<file path="src/rtl/td4_pkg.sv">
// td4_pkg: shared definitions for the TD4-style load sequencer.
//   Opcode constants, ALU source (SEL) encodings, LOAD_N chip-select bit
//   indices and the sequencer state encoding.
//   Macro TD4_HALT_EN adds the HALT state (and the halt opcode semantics).
package td4_pkg;

  localparam logic [3:0] OP_ADD_A_IM = 4'b0000;
  localparam logic [3:0] OP_MOV_A_B  = 4'b0001;
  localparam logic [3:0] OP_IN_A     = 4'b0010;
  localparam logic [3:0] OP_MOV_A_IM = 4'b0011;
  localparam logic [3:0] OP_MOV_B_A  = 4'b0100;
  localparam logic [3:0] OP_ADD_B_IM = 4'b0101;
  localparam logic [3:0] OP_IN_B     = 4'b0110;
  localparam logic [3:0] OP_MOV_B_IM = 4'b0111;
  localparam logic [3:0] OP_HALT     = 4'b1000;
  localparam logic [3:0] OP_OUT_B    = 4'b1001;
  localparam logic [3:0] OP_OUT_IM   = 4'b1011;
  localparam logic [3:0] OP_JNC      = 4'b1110;
  localparam logic [3:0] OP_JMP      = 4'b1111;

  localparam logic [1:0] SEL_A    = 2'b00;
  localparam logic [1:0] SEL_B    = 2'b01;
  localparam logic [1:0] SEL_IN   = 2'b10;
  localparam logic [1:0] SEL_ZERO = 2'b11;

  localparam int unsigned LD_A   = 0;
  localparam int unsigned LD_B   = 1;
  localparam int unsigned LD_OUT = 2;
  localparam int unsigned LD_PC  = 3;

  typedef enum logic [1:0] {
    ST_IDLE = 2'd0,
    ST_EXEC = 2'd1
`ifdef TD4_HALT_EN
    ,
    ST_HALT = 2'd2
`endif
  } state_t;

endpackage

</file>
<file path="src/rtl/load_sequencer_decoder.sv">
// opcode_decoder: combinational decode of a TD4 opcode.
//   i_opcode   - 4-bit opcode
//   i_c_flag   - latched carry flag (JNC condition)
//   o_sel      - ALU source select
//   o_im_en    - pass the immediate field to the ALU
//   o_load_n   - active-low register chip selects [0]A [1]B [2]OUT [3]PC
//   o_pc_inc_n - active-low PC increment strobe
//   o_halt     - halt opcode (only with TD4_HALT_EN)
// Undefined opcodes decode as NOP (no loads, PC increments).
module opcode_decoder
  import td4_pkg::*;
(
  input  logic [3:0] i_opcode,
  input  logic       i_c_flag,
  output logic [1:0] o_sel,
  output logic       o_im_en,
  output logic [3:0] o_load_n,
`ifdef TD4_HALT_EN
  output logic       o_halt,
`endif
  output logic       o_pc_inc_n
);

  logic w_halt;

  always_comb begin
    o_sel    = SEL_ZERO;
    o_im_en  = 1'b0;
    o_load_n = '1;
    w_halt   = 1'b0;
    case (i_opcode)
      OP_ADD_A_IM: begin o_sel = SEL_A;    o_im_en = 1'b1; o_load_n[LD_A]   = 1'b0; end
      OP_ADD_B_IM: begin o_sel = SEL_B;    o_im_en = 1'b1; o_load_n[LD_B]   = 1'b0; end
      OP_MOV_A_IM: begin o_sel = SEL_ZERO; o_im_en = 1'b1; o_load_n[LD_A]   = 1'b0; end
      OP_MOV_B_IM: begin o_sel = SEL_ZERO; o_im_en = 1'b1; o_load_n[LD_B]   = 1'b0; end
      OP_MOV_A_B:  begin o_sel = SEL_B;                    o_load_n[LD_A]   = 1'b0; end
      OP_MOV_B_A:  begin o_sel = SEL_A;                    o_load_n[LD_B]   = 1'b0; end
      OP_IN_A:     begin o_sel = SEL_IN;                   o_load_n[LD_A]   = 1'b0; end
      OP_IN_B:     begin o_sel = SEL_IN;                   o_load_n[LD_B]   = 1'b0; end
      OP_OUT_IM:   begin o_sel = SEL_ZERO; o_im_en = 1'b1; o_load_n[LD_OUT] = 1'b0; end
      OP_OUT_B:    begin o_sel = SEL_B;                    o_load_n[LD_OUT] = 1'b0; end
      OP_JMP:      begin o_sel = SEL_ZERO; o_im_en = 1'b1; o_load_n[LD_PC]  = 1'b0; end
      // Not-taken JNC keeps SEL/IM but suppresses the PC load, falling back to increment.
      OP_JNC:      begin o_sel = SEL_ZERO; o_im_en = 1'b1; o_load_n[LD_PC]  = i_c_flag; end
`ifdef TD4_HALT_EN
      OP_HALT:     w_halt = 1'b1;
`endif
      default: ;
    endcase
    // PC either loads or increments, never both; a halt does neither.
    o_pc_inc_n = w_halt | ~o_load_n[LD_PC];
  end

`ifdef TD4_HALT_EN
  assign o_halt = w_halt;
`endif

endmodule

</file>
<file path="src/rtl/load_sequencer.sv">
// load_sequencer: two-cycle instruction sequencer for a TD4-style CPU.
//   Accepts INSTR on VALID in IDLE (READY=1), then spends one EXEC cycle
//   driving the ALU select, immediate and register strobes decoded from the
//   latched instruction, latching CARRY_IN into C_FLAG at the end of EXEC.
//   Ports: CLK, CLR (async active-low), INSTR[bitWidth+3:0], VALID, READY,
//          CARRY_IN, SEL[1:0], IM[bitWidth-1:0], LOAD_N[3:0], PC_INC_N,
//          C_FLAG, HALTED.
//   Macro TD4_HALT_EN: opcode 1000 halts the sequencer until CLR.
module load_sequencer
  import td4_pkg::*;
#(
  parameter int unsigned bitWidth = 4
) (
  input  logic                CLK,
  input  logic                CLR,
  input  logic [bitWidth+3:0] INSTR,
  input  logic                VALID,
  output logic                READY,
  input  logic                CARRY_IN,
  output logic [1:0]          SEL,
  output logic [bitWidth-1:0] IM,
  output logic [3:0]          LOAD_N,
  output logic                PC_INC_N,
  output logic                C_FLAG,
  output logic                HALTED
);

  state_t              r_state;
  state_t              w_next_state;
  logic [bitWidth+3:0] r_instr;
  logic                r_c_flag;

  logic [1:0]          w_sel;
  logic                w_im_en;
  logic [3:0]          w_load_n;
  logic                w_pc_inc_n;
`ifdef TD4_HALT_EN
  logic                w_halt;
`endif

  opcode_decoder u_decoder (
    .i_opcode   (r_instr[bitWidth+3:bitWidth]),
    .i_c_flag   (r_c_flag),
    .o_sel      (w_sel),
    .o_im_en    (w_im_en),
    .o_load_n   (w_load_n),
`ifdef TD4_HALT_EN
    .o_halt     (w_halt),
`endif
    .o_pc_inc_n (w_pc_inc_n)
  );

  always_ff @(posedge CLK or negedge CLR) begin
    if (!CLR) begin
      r_state  <= ST_IDLE;
      r_instr  <= '0;
      r_c_flag <= 1'b0;
    end else begin
      r_state <= w_next_state;
      if (r_state == ST_IDLE && VALID) r_instr <= INSTR;
      if (r_state == ST_EXEC) r_c_flag <= CARRY_IN;
    end
  end

  // Outputs are pure functions of state so an asynchronous CLR drops every strobe at once.
  always_comb begin
    w_next_state = r_state;
    READY        = 1'b0;
    SEL          = SEL_ZERO;
    IM           = '0;
    LOAD_N       = '1;
    PC_INC_N     = 1'b1;
    HALTED       = 1'b0;
    case (r_state)
      ST_IDLE: begin
        READY = 1'b1;
        if (VALID) w_next_state = ST_EXEC;
      end
      ST_EXEC: begin
        SEL          = w_sel;
        IM           = w_im_en ? r_instr[bitWidth-1:0] : '0;
        LOAD_N       = w_load_n;
        PC_INC_N     = w_pc_inc_n;
        w_next_state = ST_IDLE;
`ifdef TD4_HALT_EN
        if (w_halt) w_next_state = ST_HALT;
`endif
      end
`ifdef TD4_HALT_EN
      ST_HALT: HALTED = 1'b1;
`endif
      default: w_next_state = ST_IDLE;
    endcase
  end

  assign C_FLAG = r_c_flag;

endmodule

</file>
<file path="config.mk">
export PLATFORM = sky130hd
export DESIGN_NAME = load_sequencer
export DESIGN_NICKNAME = d
export VERILOG_FILES = /design/src/rtl/td4_pkg.sv /design/src/rtl/load_sequencer_decoder.sv /design/src/rtl/load_sequencer.sv
export SDC_FILE = /design/constraint.sdc
export NUM_CORES = 1
export LEC_CHECK = 0
export ABC_AREA = 0
export BUFFER_PORTS_ARGS = -buffer_cell sky130_fd_sc_hd__buf_4
export CORE_AREA = 2 2 39 41
export CTS_CLUSTER_SIZE = 20
export DETAILED_ROUTE_END_ITERATION = 6
export DIE_AREA = 0 0 41 43
export PLACE_DENSITY = 0.79
export SYNTH_ARGS = -nofsm -noshare
export SYNTH_HDL_FRONTEND = slang
export SYNTH_SLANG_ARGS = --single-unit
</file>
<file path="constraint.sdc">
create_clock -name CLK -period 2.45 [get_ports CLK]
set_input_delay 0.1225 -clock CLK [delete_from_list [all_inputs] [get_ports CLK]]
set_output_delay 0.1225 -clock CLK [all_outputs]
set_load 0.03 [all_outputs]
</file>
After elaboration in Yosys (flattened, before gate mapping)
Cells that the tools add are included.

storage, ports and cells
  register bits = 11
  logic and storage cells = 41

operators by class
  eq/ne operators = 13
  mux-type cells = 14
  bitwise logic cells = 1
  reductions and logical operators = 10

operators by type and width
  kind                  count
  $eq A4 B3 Y1 const B  4
  $eq A4 B4 Y1 const B  4
  $mux W4               3
  $eq A4 B2 Y1 const B  2
  $reduce_or A4 Y1      2
  $reduce_or A7 Y1      1
  $mux W1               6
  $mux W2               3
  $pmux W2 S3           1
  $reduce_or A2 Y1      3
  $eq A4 B1 Y1 const B  1
  $logic_not A4 Y1      1
  $reduce_or A3 Y1      1
  $eq A2 B1 Y1 const B  1
  $logic_not A2 Y1      1
  $ne A2 B2 Y1 const B  1
  $pmux W1 S2           1
  $logic_and A1 B1 Y1   1
  $not A1 Y1            1

Longest topological paths before layout
Gate-level depths: netlist of run 1.

  word-level depth = 5
  depth in mapped cells = 5
  gate-level depth less buffers = 3

By module
From an unflattened synthesis of run 1, not the netlist that was laid out.

second synthesis, totals
  cell total of the unflattened synthesis = 49
  area total of the unflattened synthesis = 575.6 µm²

by module, submodules not included
  module          instances  cells each  area each (µm²)  sequential area each (µm²)
  load_sequencer  1          36          490.5            250.2
  opcode_decoder  1          13          85.1             0.0

Worst setup path after synthesis of run 1
OpenSTA, ideal clock, no wires.

  path type = reg2out
  start point = register r_instr[7]
  end point = output IM[0]
  data arrival time = 1.441 ns
  required time = 2.328 ns
  slack = 0.887 ns
  cell stages (with the launch flop) = 4
  path buffers = 1
  cells stage by stage = dfrtp_1 > buf_4 > a22o_1 > nor3_1

between the ends
  word-level cells in the longest chain between the ends = 5
  elaborated cells between the ends (all ways) = 11

RTL lines
  what                                        RTL line                      source
  start: declaration                          load_sequencer.sv:30          logic [bitWidth+3:0] r_instr;
  start signal: assignment                    load_sequencer.sv:56          r_instr <= '0;
  start signal: assignment                    load_sequencer.sv:60          if (r_state == ST_IDLE && VALID) r_instr <= INSTR;
  $eq A4 B2 Y1, or another cell as far along  load_sequencer_decoder.sv:31  case (i_opcode)
  $reduce_or A7 Y1 (no source line) *         n/a
  $mux W1 *                                   load_sequencer_decoder.sv:31
  $mux W4 *                                   load_sequencer.sv:81          IM = w_im_en ? r_instr[bitWidth-1:0] : '0;
  $mux W4 *                                   load_sequencer.sv:74          case (r_state)
  end: declaration                            load_sequencer.sv:21          output logic [bitWidth-1:0] IM,

Mark *: on every way between the ends. The rest lies on a longest branch, timed or not.

Worst setup path in the final report of run 1
  start point = register r_instr[7]
  end point = output IM[3]

Same word-level chain as after synthesis.

==> flow_summary.json, run 1 <==
{
  "final_util": 0.548,
  "p_sw_frac": 0.302,
  "cp_data_required_time_ps": 2330,
  "critPathLaunchType": "register",
  "dieArea_um2": 1760,
  "antenna_left": 0,
  "finalSetupTns_ps": 0,
  "crit_arrival_ps": 1420,
  "grt_max_degree": 12,
  "switching_power_w": 0.000152,
  "clock_sinks": 10,
  "syn_area_per_cell_um2": 10.4,
  "finalWorstSetupSlack_ps": 906,
  "synth-seq-cells": 10,
  "cap_violations": 0,
  "grt-ovfl-total": 0,
  "grt_pass1_wl_um": 1500,
  "p_per_area_nw_per_um2": 663,
  "pin_count": 26,
  "ys_seq_area_frac": 0.452,
  "final_common_cell": "buf_4",
  "coreArea_um2": 1380,
  "drive_gt1_frac": 0.487,
  "numCtsBuffers": 3,
  "peakVddDrop_uv": 278,
  "die_w_um": 41,
  "synth_cells": 53,
  "gp_congestion": 0.640,
  "dp_cells": 89,
  "dr.first_iter.drc_count": 6,
  "p_int_w": 0.000351,
  "insertion_delay_ps": 250,
  "clkPwrFrac": 0.275,
  "finalNonFillerCells": 94,
  "async_flop_share": 1.00,
  "tritoncts": "done",
  "hpwl_um": 771,
  "antenna_cells": 0,
  "viasPerCell": 4.66,
  "synth_ff_type": "dfrtp_1",
  "slew_viol_final": 0,
  "p_leak_nw": 0.369,
  "fp-row-count": 14,
  "post-route-min-period_ps": 1540,
  "cts_buffer_depth": 2,
  "first_pass_iters": 4,
  "power_frac_comb": 0.299,
  "cp_max_fo": 9,
  "grt_antenna_before_repair": 0,
  "syn2layout_area_growth_pct": 37.1,
  "syn_nets": 65,
  "grt_use_total": 0.131,
  "wl_per_cell_um": 9.90,
  "place_ws_ps": 1100,
  "hold_violations": 0,
  "grt_pass1_vias": 367,
  "fin_skew_ps": 2.46,
  "max_freq_mhz": 648,
  "die_y_um": 43,
  "setup_viol": 0,
  "post_cts_buffers": 0,
  "synth_cell_types": 21,
  "num_vias": 438,
  "fin_nets": 91,
  "ys_warn_count": 0,
  "drc": 0,
  "worst_setup_path_end_kind": "output pin",
  "rsz0062_at_grt": "no",
  "syn-cell-area_um2": 553,
  "clkTransAtPathRegs_ps": 60,
  "wl_um": 931,
  "port_buffers": 24,
  "cts_root_buf": "clkbuf_4",
  "layout_common_cells": "buf_4 (24), dfrtp_1 (10), nand2_1 (9)",
  "status": "complete, no violations",
  "post-route-period-util": 0.630,
  "holdCritPathClass": "input port to register",
  "synth_edf_count": 0,
  "initial_core_util": 0.400,
  "path_class": "register to output pin",
  "h-tree-depth": 1,
  "seqPwrFrac": 0.426
}
metal layers:
metal | up-vias | wire [µm] | track usage
met5 | - | 0 | 0
met2 | 20 | 461 | 0.184
met3 | 0 | 80 | 0.0157
li1 | 229 | - | -
met1 | 189 | 389 | 0.166
met4 | 0 | 0 | 0.120
cell usage after synthesis (2+ instances only):
master,instances,area (µm²)
dfrtp_1,10,250
nand3_1,2,10.0
mux2_2,2,22.5
nor3_1,4,20.0
mux2_4,5,75.1
buf_4,2,15.0
nand2_1,9,33.8
inv_2,2,7.51
nor2_1,3,11.3
o21ai_0,3,15.0
final timing paths:
check,start,endpoint,slack (ps),cells past startpoint
hold reg to reg,r_instr[2],r_instr[2],510,1
max in group asynchronous,CLR,r_instr[5],2090,2
hold / removal,INSTR[4],r_instr[4],80,3
setup reg to reg,r_state[0],r_instr[2],1100,2
setup / recovery,r_instr[7],IM[3],910,4
min in group asynchronous,CLR,r_instr[4],220,2
metrics by stage:
stage / total power, W / instance area (µm²) / hold slack [ps]
floorplan: 0.000324 / 553 / -173
global placement: 0.000365 / 712 / -49.6
detailed placement: 0.000368 / 712 / -49.7
CTS: 0.000510 / 758 / 71.4
global route: 0.000530 / 758 / 89.9
finish: 0.000503 / 758 / 79.3
layout make-up:
type                            count  area, µm²
Inverter                            3       11.3
Clock buffer                        4       36.3
Timing Repair Buffer               25        190
Fill cell                         116        626
Sequential cell                    10        250
Tap cell                           16       20.0
Multi-Input combinational cell     36        250
state kept, by name (all words and copies together) (netlist names):
register  cells
r_instr       8
C_FLAG        1
r_state       1
power by group through the flow:
| stage | registers (W) | clock network (W) | logic, W |
|---|---|---|---|
| 6_report | 0.000214 | 0.000138 | 0.000151 |
| 5_1_grt | 0.000218 | 0.000148 | 0.000163 |
| 4_1_cts | 0.000214 | 0.000144 | 0.000152 |
| 3_5_place_dp | 0.000217 | 0 | 0.000151 |
| 3_3_place_gp | 0.000216 | 0 | 0.000149 |
| 2_1_floorplan | 0.000210 | 0 | 0.000114 |
repair_timing:
item                                   4_1_cts  5_1_grt
endpoints found under the hold margin       10        0
hold buffers                                 1        0
gates resized for setup                      0        0
cells by family after synthesis:
logic type | after synthesis | share of synthesized area
compound gates | 6 | 0.0656
xor+xnor | 1 | 0.0158
buf+inv | 7 | 0.0950
flops | 10 | 0.452
mux | 7 | 0.176
other cells | 1 | 0.00678
simple gates | 21 | 0.188
critical path, stage by stage (launching register included):
cell and delay [ps]:
dfrtp_1 480, nor2_1 80, a22o_1 220, nor3_1 200, buf_4 190
Note: power is estimated with default switching activity, not from simulation.
==> run 2, diff against run 1 <==
CORE_AREA = default   (was 2 2 39 41)
CORE_MARGIN = 1   (was default)
CORE_UTILIZATION = 39   (was default)
DIE_AREA = default   (was 0 0 41 43)
PLACE_DENSITY = 0.78   (was 0.79)
clock period = 1.4 ns   (was 2.45 ns; I/O delays follow)
==> run 2 against run 1 <==
  * The run now ends with setup timing left
  * Die area decreased by 11%
  * Non-clock buffer count increased by 8
  * Global-route usage increased by 8.1 points
  * Register-to-register slack got worse by 1000 ps
  * Clock power increased by 85%
  * Final area increased by 14%
  * Via count increased by 16%
  * Worst hold slack got worse by 58 ps
  * Combinational power increased by 130%
  * Wire length increased by 46%
  * First-iteration DRC count decreased by 33%
  * Clock skew decreased by 2.0 ps
  * Critical endpoint is now IM[0]
==> flow_summary.json, run 2 (synthesis results as in run 1) <==
{
  "numCtsBuffers": 3,
  "crit_arrival_ps": 1370,
  "dr.first_iter.drc_count": 4,
  "grt_max_degree": 11,
  "total_power_w": 0.000978,
  "setup_viol": 5,
  "fillCellCount": 114,
  "cap_violations": 0,
  "layout_common_cells": "buf_4 (30), nand2_1 (9), dfrtp_1 (8)",
  "wl_um": 1360,
  "grt_use_total": 0.213,
  "slowest_delay_ps": 420,
  "path_cells": "xnor2_1 > nor2_2 > nor3_2 > buf_4",
  "holdCritPathClass": "input port to register",
  "drive_gt1_frac": 0.640,
  "largest_register_ffs": 8,
  "post-route-period-util": 1.03,
  "num_vias": 506,
  "finalInstanceArea_um2": 861,
  "cp_data_required_time_ps": 1330,
  "critPathLaunchType": "register",
  "cp_max_fo": 4,
  "top_register": "r_instr",
  "hold_violations": 0,
  "grt-ovfl-total": 0,
  "drc": 0,
  "h-tree-depth": 1,
  "postPlaceCellArea_um2": 741,
  "gp_congestion": 0.719,
  "initial_core_util": 0.420,
  "path_class": "register to output pin",
  "viasPerCell": 5.01,
  "rsz0062_at_grt": "yes",
  "final_common_cell": "buf_4",
  "grt.met1_usage": 0.285,
  "die_y_um": 39.7,
  "fp-row-count": 13,
  "status": "complete, but fails checks",
  "peakVddDrop_uv": 692,
  "port_buffers": 24,
  "finalSetupTns_ps": -131,
  "place_ws_ps": 151,
  "syn2layout_area_growth_pct": 55.7,
  "cp_slowest_cell": "dfrtp_1",
  "worst_setup_path_end_kind": "output pin",
  "pin_count": 26,
  "die_w_um": 39.7,
  "p_leak_nw": 0.414,
  "top_usage_layer": "met2",
  "antenna_left": 0,
  "r2r_start": "r_state[0]",
  "post-route-min-period_ps": 1440,
  "grt_pass1_wl_um": 2100,
  "met3_usage": 0.0682,
  "worstHoldStart": "INSTR[5]",
  "gr-usage-met2": 0.303,
  "tritoncts": "done",
  "violations": "setup timing",
  "fin_nets": 99,
  "crit_path_start": "r_instr[5]",
  "grt_pass1_vias": 464,
  "fin_skew_ps": 0.436,
  "insertion_delay_ps": 260,
  "max_freq_mhz": 692,
  "dieArea_um2": 1570,
  "p_per_area_nw_per_um2": 1140,
  "clock_sinks": 10,
  "wl_per_cell_um": 13.4,
  "first_pass_iters": 2,
  "cts_root_buf": "clkbuf_4",
  "cts_buffer_depth": 2,
  "dp_cells": 92,
  "finalWorstSetupSlack_ps": -44.7,
  "grt_antenna_before_repair": 0,
  "clkTransAtPathRegs_ps": 60,
  "coreArea_um2": 1320,
  "finalNonFillerCells": 101,
  "hpwl_um": 937,
  "slew_viol_final": 0,
  "antenna_cells": 0
}
[run 2: changes by cell type in the layout (fill, tap and decap cells not counted), sizes merged]
cell  previous run  this run
buf             24        32
[run 2: metal layers]
| metal | routed length, µm | vias up | part of all wire |
|---|---|---|---|
| met3 | 42 | 2 | 0.031 |
| met4 | 6 | 0 | 0.0044 |
| li1 | - | 240 | - |
| met1 | 636 | 249 | 0.47 |
| met2 | 672 | 15 | 0.50 |
| met5 | 0 | - | 0 |
[run 2: worst paths after layout]
| check | endpoint | slack [ps] | cells after the start |
|---|---|---|---|
| max in group asynchronous | r_state[0] | 1070 | 2 |
| min in group asynchronous | r_instr[4] | 170 | 2 |
| worst max register to register | r_instr[2] | 60 | 3 |
| worst min-delay path | r_instr[5] | 20 | 3 |
| worst max-delay path | IM[0] | -40 | 4 |
| worst min register to register | r_instr[2] | 520 | 1 |
[run 2: area by class of cell]
cell class / instances / area [µm²] / area share
clock buffers: 4 / 36.3 / 0.0422
inverters: 3 / 11.3 / 0.0131
multi-input cells: 36 / 284 / 0.330
flip-flops and latches: 10 / 253 / 0.294
well taps: 15 / 18.8 / 0.0218
repair buffers: 33 / 258 / 0.299
[run 2: critical path: cells and delay by family (launching register included)]
family | cells | cell delay, ps
flops | 1 | 420
simple gates | 2 | 300
xor+xnor | 1 | 200
buf+inv | 1 | 190
[run 2: power breakdown]
| group | internal [W] | switching (W) | leakage (nW) | total [W] |
|---|---|---|---|---|
| Combinational | 0.000173 | 0.000177 | 0.276 | 0.000350 |
| Clock | 0.000158 | 0.0000968 | 0.0210 | 0.000255 |
| Sequential | 0.000330 | 0.0000434 | 0.117 | 0.000373 |
| Total | 0.000661 | 0.000317 | 0.414 | 0.000978 |
[run 2: timing repair]
action                     in CTS  in global routing
setup endpoints to repair       5                  6
hold endpoints to repair       10                  0
hold buffers                    1                  0
setup buffers                   1                  3
resized for setup              11                  1
pin swaps                       5                  1
[run 2: metrics by stage]
step / hold WS [ps] / util
2_1_floorplan: -226 / -
3_3_place_gp: -97.2 / 0.562
3_5_place_dp: -97.4 / 0.562
4_1_cts: 16.3 / 0.634
5_1_grt: 2.45 / 0.653
6_report: 21.7 / 0.653
